`src/rtl/param_receiver.sv`:
```
// ---------------------------------------------------------------------------
// param_receiver -- oversampling asynchronous serial receiver with a
// four-phase req/ack output handshake.
//
// Frame format: one start bit (0), DATA_BITS payload bits LSB first,
// an optional parity bit (PARITY_MODE 0 none, 1 even, 2 odd), then
// STOP_BITS stop bits (1). One bit period is 8 ticks and one tick is
// CLKS_PER_TICK clocks.
//
// Optional feature macro: RX_MAJORITY_EN
//   defined   : every bit is the 2-of-3 vote of the samples taken at
//               phases 3, 4 and 5; the decision is made at phase 5.
//   undefined : every bit is a single sample taken at phase 4.
//
// Ports
//   clk         in   single clock, all logic on posedge
//   clr         in   synchronous active-high reset
//   rcv         in   asynchronous serial line, idle high
//   ack         in   consumer acknowledge
//   req         out  a received frame is available on data/flags
//   data        out  received payload (DATA_BITS wide)
//   parity_err  out  parity mismatch on the delivered frame
//   framing_err out  a stop bit was sampled 0 on the delivered frame
//   overrun     out  sticky: one or more frames were dropped
//   dbg_state   out  current FSM state (0 IDLE,1 START,2 DATA,3 PARITY,4 STOP)
//
// Handshake (four-phase): req rises one clock after a frame completes
// while req=0 and ack=0. data and the error flags are held while req=1.
// req falls the clock after ack=1 is sampled, and no new req is raised
// while ack=1. A frame completing while req=1 or ack=1 is dropped and
// sets overrun; overrun clears when the next frame is delivered.
// ---------------------------------------------------------------------------
module param_receiver #(
  parameter int DATA_BITS     = 8,
  parameter int PARITY_MODE   = 0,
  parameter int STOP_BITS     = 1,
  parameter int CLKS_PER_TICK = 579
) (
  input  logic                 clk,
  input  logic                 clr,
  input  logic                 rcv,
  input  logic                 ack,
  output logic                 req,
  output logic [DATA_BITS-1:0] data,
  output logic                 parity_err,
  output logic                 framing_err,
  output logic                 overrun,
  output logic [2:0]           dbg_state
);

  localparam int TW = (CLKS_PER_TICK > 1) ? $clog2(CLKS_PER_TICK) : 1;
  localparam logic [TW-1:0] TICK_MAX = TW'(CLKS_PER_TICK - 1);
  localparam logic [3:0]    LAST_BIT  = 4'(DATA_BITS - 1);
  localparam logic          LAST_STOP = 1'(STOP_BITS - 1);

  typedef enum logic [2:0] {
    S_IDLE   = 3'd0,
    S_START  = 3'd1,
    S_DATA   = 3'd2,
    S_PARITY = 3'd3,
    S_STOP   = 3'd4
  } state_t;

  state_t                 r_state;
  logic                   r_sync1, r_sync2, r_sync3;
  logic [TW-1:0]          r_tick_cnt;
  logic [2:0]             r_phase;
  logic [3:0]             r_bit_cnt;
  logic                   r_stop_cnt;
  logic [DATA_BITS-1:0]   r_shift;
  logic                   r_par_bit;
  logic                   r_frm;
  logic                   r_req;
  logic [DATA_BITS-1:0]   r_data;
  logic                   r_pe;
  logic                   r_fe;
  logic                   r_ovr;

  logic w_fall, w_tick, w_samp, w_bit, w_adv, w_done;
  logic w_par_xor, w_par_err, w_frm_err;

  // r_sync3 is the previous synchronized value, used only for edge detect.
  assign w_fall = r_sync3 & ~r_sync2;
  assign w_tick = (r_tick_cnt == TICK_MAX);
  assign w_adv  = w_tick && (r_phase == 3'd7);

`ifdef RX_MAJORITY_EN
  logic r_vote3, r_vote4;

  // Early samples for the vote; the third sample is the live value at phase 5.
  always_ff @(posedge clk) begin
    if (clr) begin
      r_vote3 <= 1'b1;
      r_vote4 <= 1'b1;
    end else begin
      if (w_tick && (r_phase == 3'd3)) r_vote3 <= r_sync2;
      if (w_tick && (r_phase == 3'd4)) r_vote4 <= r_sync2;
    end
  end

  assign w_samp = w_tick && (r_phase == 3'd5);
  assign w_bit  = (r_vote3 & r_vote4) | (r_vote3 & r_sync2) | (r_vote4 & r_sync2);
`else
  assign w_samp = w_tick && (r_phase == 3'd4);
  assign w_bit  = r_sync2;
`endif

  assign w_par_xor = (^r_shift) ^ r_par_bit;
  assign w_par_err = (PARITY_MODE == 1) ? w_par_xor :
                     (PARITY_MODE == 2) ? ~w_par_xor : 1'b0;

  // The last stop bit's own sample must be folded in on the completing cycle.
  assign w_frm_err = r_frm | ~w_bit;
  assign w_done    = (r_state == S_STOP) && w_samp && (r_stop_cnt == LAST_STOP);

  always_ff @(posedge clk) begin
    if (clr) begin
      r_state    <= S_IDLE;
      r_sync1    <= 1'b1;
      r_sync2    <= 1'b1;
      r_sync3    <= 1'b1;
      r_tick_cnt <= '0;
      r_phase    <= '0;
      r_bit_cnt  <= '0;
      r_stop_cnt <= 1'b0;
      r_shift    <= '0;
      r_par_bit  <= 1'b0;
      r_frm      <= 1'b0;
      r_req      <= 1'b0;
      r_data     <= '0;
      r_pe       <= 1'b0;
      r_fe       <= 1'b0;
      r_ovr      <= 1'b0;
    end else begin
      r_sync1 <= rcv;
      r_sync2 <= r_sync1;
      r_sync3 <= r_sync2;

      // Tick divider free-runs, but is re-aligned to the start edge.
      if ((r_state == S_IDLE) && w_fall) r_tick_cnt <= '0;
      else if (w_tick)                   r_tick_cnt <= '0;
      else                               r_tick_cnt <= r_tick_cnt + 1'b1;

      // Phase counter only runs inside a frame; 3-bit wrap gives 7 -> 0.
      if (r_state == S_IDLE) r_phase <= '0;
      else if (w_tick)       r_phase <= r_phase + 3'd1;

      case (r_state)
        S_IDLE: begin
          if (w_fall) begin
            r_state    <= S_START;
            r_bit_cnt  <= '0;
            r_stop_cnt <= 1'b0;
            r_par_bit  <= 1'b0;
            r_frm      <= 1'b0;
          end
        end
        S_START: begin
          if (w_samp && w_bit) r_state <= S_IDLE;   // false start
          else if (w_adv)      r_state <= S_DATA;
        end
        S_DATA: begin
          if (w_samp) r_shift <= {w_bit, r_shift[DATA_BITS-1:1]};
          if (w_adv) begin
            if (r_bit_cnt == LAST_BIT) begin
              r_bit_cnt <= '0;
              r_state   <= (PARITY_MODE == 0) ? S_STOP : S_PARITY;
            end else begin
              r_bit_cnt <= r_bit_cnt + 4'd1;
            end
          end
        end
        S_PARITY: begin
          if (w_samp) r_par_bit <= w_bit;
          if (w_adv)  r_state   <= S_STOP;
        end
        S_STOP: begin
          if (w_samp) begin
            if (!w_bit) r_frm <= 1'b1;
            // Leave right after the last stop sample so a following start
            // edge arriving early is not missed.
            if (r_stop_cnt == LAST_STOP) r_state <= S_IDLE;
          end
          if (w_adv) r_stop_cnt <= r_stop_cnt + 1'b1;
        end
        default: r_state <= S_IDLE;
      endcase

      if (r_req && ack) r_req <= 1'b0;

      if (w_done) begin
        if (!r_req && !ack) begin
          r_data <= r_shift;
          r_pe   <= w_par_err;
          r_fe   <= w_frm_err;
          r_req  <= 1'b1;
          r_ovr  <= 1'b0;
        end else begin
          r_ovr  <= 1'b1;
        end
      end
    end
  end

  assign req         = r_req;
  assign data        = r_data;
  assign parity_err  = r_pe;
  assign framing_err = r_fe;
  assign overrun     = r_ovr;
  assign dbg_state   = r_state;

endmodule

```
`config.mk`:
```
export PLATFORM = sky130hd
export DESIGN_NAME = param_receiver
export DESIGN_NICKNAME = d
export VERILOG_FILES = /design/src/rtl/param_receiver.sv
export SDC_FILE = /design/constraint.sdc
export NUM_CORES = 1
export LEC_CHECK = 0
export BUFFER_PORTS_ARGS = -buffer_cell sky130_fd_sc_hd__buf_2
export CORE_ASPECT_RATIO = 2
export CORE_MARGIN = 2
export CORE_UTILIZATION = 26
export CTS_CLUSTER_DIAMETER = 80
export DETAILED_ROUTE_END_ITERATION = 6
export GPL_TIMING_DRIVEN = 1
export MAX_ROUTING_LAYER = met4
export SETUP_SLACK_MARGIN = 0.15
export SYNTH_ARGS = -nofsm -noshare
export SYNTH_HDL_FRONTEND = slang
export SYNTH_SLANG_ARGS = --single-unit
```
`constraint.sdc`:
```
create_clock -name clk -period 4.8 [get_ports clk]
set_input_delay 0.72 -clock clk [delete_from_list [all_inputs] [get_ports clk]]
set_output_delay 0.72 -clock clk [all_outputs]
set_load 0.01 [all_outputs]
```
==> metrics.md <==
| Metric | Value |
|---|---|
| Status | finished, final reports clean |
| Worst-path clk slew | approximately 60 ps |
| Synth warnings | 0 |
| Main combinational cell family by area after synthesis | simple AND/OR/NAND/NOR gates |
| Most used routing layer | met2 |
| Die area | approximately 0.0085 mm² |
| CP Max Fanout | 12 |
| Drt total wl | around 4300 µm |
| TritonCTS clock tree | done |
| Startpoint Class | flop |
| Die height | 128 µm |
| CP arrival | between 2000 and 2500 ps |
| Tightest Hold Check Type | flop to flop |
| Fillcell total | 840 |
| Xor/xnor share of the synthesized area | under 10% |
| Via count | ~1600 |
| Ys async rst share | 0% |
| Slew HR | between 50% and 60% |
| Global route total overflow | 0 |
| Max Clk Rate | slightly above 500 MHz |
| # DRC | 0 |
| Layout area overhead | 15.6% |
| Number of diodes | 0 |
| Die X | between 60 and 70 µm |
| Max Cap Viol | 0 |
| Cell Pwr Density | 334 mW/mm² |
| Setup Viol. Count Final | 0 |
| Post_cts resized | 0 |
| Clk root buf | clkbuf_16 |
| Number of global-route vias before repair | around 1600 |
| Routed Antenna Nets | 0 |
| H-tree level count | 2 |
| Tcrit/Tclk final | 41.1% |
| Number of synthesized flops with an enable pin | 0 |
| Crit end category | flop |
| Longest Clk Path Bufs | 2 |
| Clock sink total | 44 |
| Met1 Use GR | 12.7% |
| Iter 0 DRT Violations | 38 |
| Synthesized cell area | around 0.0020 mm² |
| Largest net degree at the start of global routing | 39 |
| RePlAce Congestion | about 0.75 |
| FP Rows | 45 |
| Fin nets | between 200 and 250 |
| #FFs+latches synth | 44 |
| Post-Syn Instances | approximately 220 |
| Setup Skew | 4.75 ps |
| Peak supply drop | approximately 0.21 mV |
| Worst hold path depth | 1 |
| Worst Reg-to-Reg Cells | 4 |
| CP required | around 5000 ps |
| Worst Tran Pin Value | ~670 ps |
| Post-CTS Hold Buffers | 0 |
| Final count of hold timing violations | 0 |
| Average size of a mapped cell | around 9.0 µm² |
| Setup TNS Final | 0 ps |
| Slew Viols, Final | 0 |
| Vias/cell | 4.81 |
| Met2 GRT Util | about a fifth |
| Crit Path Class | flop to flop |
| Syn_nets | between 200 and 250 |
| IO Pins | 19 |
| CTS Buf Count | 5 |
| Met3 Use GR | around 2.4% |
| Final Critical Period | 1980 ps |
| Worst-Skew Late Latency | 280 ps |
| Post-Synth Simple-Gate Area | between 20 and 30% |
| Unrepaired setup endpoints after global routing | false |
| Initial DRT Pass Iterations | 4 |
| Mux contribution to synthesized area | about 2.0% |
| Synth Flop Type | dfxtp_1 |
| Placeable Area | around 0.0075 mm² |
| Design area | roughly 0.0023 mm² |
| Post-CTS Setup Bufs | 0 |
| First-pass GRT wire length | ~7500 µm |
| Synth Area in Compound Gates | between 10% and 20% |
| Post-DP HPWL | around 3200 µm |
| Leakage | approximately 0.00084 µW |
| Wire per inst | 13.1 µm |
| Synth Area in Adders | approximately 3.7% |
| Register area share after synthesis | between 40% and 50% |
| Tot GR Track Use | a little under an eighth |
| Netlist cell types | 49 |
| Port Buf Inserts | 17 |
| Initial Util | 26.7% |
| Initial antenna violation count | 0 |
| Ratio of cells with drive above 1 in the final layout | 16.4% |
| Placed cell area | approximately 0.0022 mm² |
## cell type report
class,instances,area (µm²),share of cell area [%]
timing repair buffer,17,85.1,3.66
sequential,44,881,37.8
tap,94,118,5.05
multi-input combinational,161,1050,44.9
clock buffer,5,125,5.38
inverter,8,30.0,1.29
clock inverter,3,42.5,1.83
## where the power goes
group / switching (µW) / internal [µW]
sequential: 4.90 / 369
clock: 136 / 244
combinational: 15.8 / 8.31
## per-stage QoR
stage	std cells	utilization, %	total power [µW]	hold WS [ps]	worst slack (ps)
2_1_floorplan	224	-	399	389	3290
3_3_place_gp	324	28.6	406	394	2840
3_5_place_dp	324	28.6	407	396	2780
4_1_cts	332	30.8	789	410	2820
5_1_grt	332	30.8	808	429	2620
6_report	332	30.8	778	404	2820
## cell families (layout without fill, tap and decap cells)
logic type,count (synthesis),count (layout)
xor+xnor,9,9
buf+inv,19,33
simple gates,88,88
flops,44,44
mux,4,4
compound gates,53,53
fa+ha+maj,6,6
other cells,1,1
## cells in the mapped netlist, drive strengths merged (3+ instances only)
library cell | instances | area (µm²)
a21oi | 22 | 110
and2 | 3 | 18.8
and4 | 3 | 26.3
buf | 5 | 33.8
clkbuf | 6 | 22.5
dfxtp | 44 | 881
ha | 6 | 75.1
inv | 8 | 30.0
mux2i | 4 | 40.0
nand2 | 13 | 48.8
nand3 | 14 | 70.1
nand4 | 11 | 75.1
nor2 | 15 | 75.1
nor3 | 11 | 70.1
nor3b | 3 | 50.1
o21ai | 20 | 100
or2 | 4 | 25.0
xnor2 | 7 | 61.3
## path summary, 6_finish.rpt
kind | startpoint | to | slack (ps)
max | dbg_state[2] | framing_err | 2820
min reg2reg | r_sync1 | r_sync2 | 400
min | r_sync1 | r_sync2 | 400
max reg2reg | dbg_state[2] | framing_err | 2820
## worst max-delay path, cell delays in order, from the launching register on
cell and delay, ps:
dfxtp_1 510, nor3b_2 360, nand4_1 480, a211o_1 430, a21oi_1 130
## cell usage in the layout (no fill, tap or decap), types with 2 or more instances in the layout
| cell | n |
|---|---|
| xor2_1 | 2 |
| ha_1 | 6 |
| a21oi_1 | 22 |
| and4_1 | 3 |
| inv_1 | 8 |
| nand4_1 | 10 |
| o211ai_1 | 2 |
| and2_1 | 3 |
| nand3_1 | 14 |
| nor3b_4 | 2 |
| nand2_1 | 13 |
| xnor2_1 | 7 |
| o21ai_0 | 14 |
| or2_2 | 4 |
| nor2_1 | 13 |
| clkbuf_16 | 5 |
| nor3_1 | 8 |
| nor3_2 | 3 |
| dfxtp_1 | 44 |
| o21ai_1 | 6 |
| buf_2 | 17 |
| mux2i_1 | 4 |
## state kept, by name, indices dropped and copies added, names as in the netlist
| signal | flops |
|---|---|
| r_tick_cnt | 10 |
| r_bit_cnt | 4 |
| overrun | 1 |
| framing_err | 1 |
| r_phase | 3 |
| data | 8 |
| dbg_state | 3 |
| r_stop_cnt | 1 |
| r_shift | 8 |
| r_frm | 1 |
| r_sync2 | 1 |
| r_sync3 | 1 |
| r_sync1 | 1 |
| req | 1 |
## routing by layer
metal	wire, µm	up-vias
met5	0	-
met4	59	0
met3	127	6
met2	2410	23
met1	1750	739
li1	-	829
Note: power is estimated with default switching activity, not from simulation.
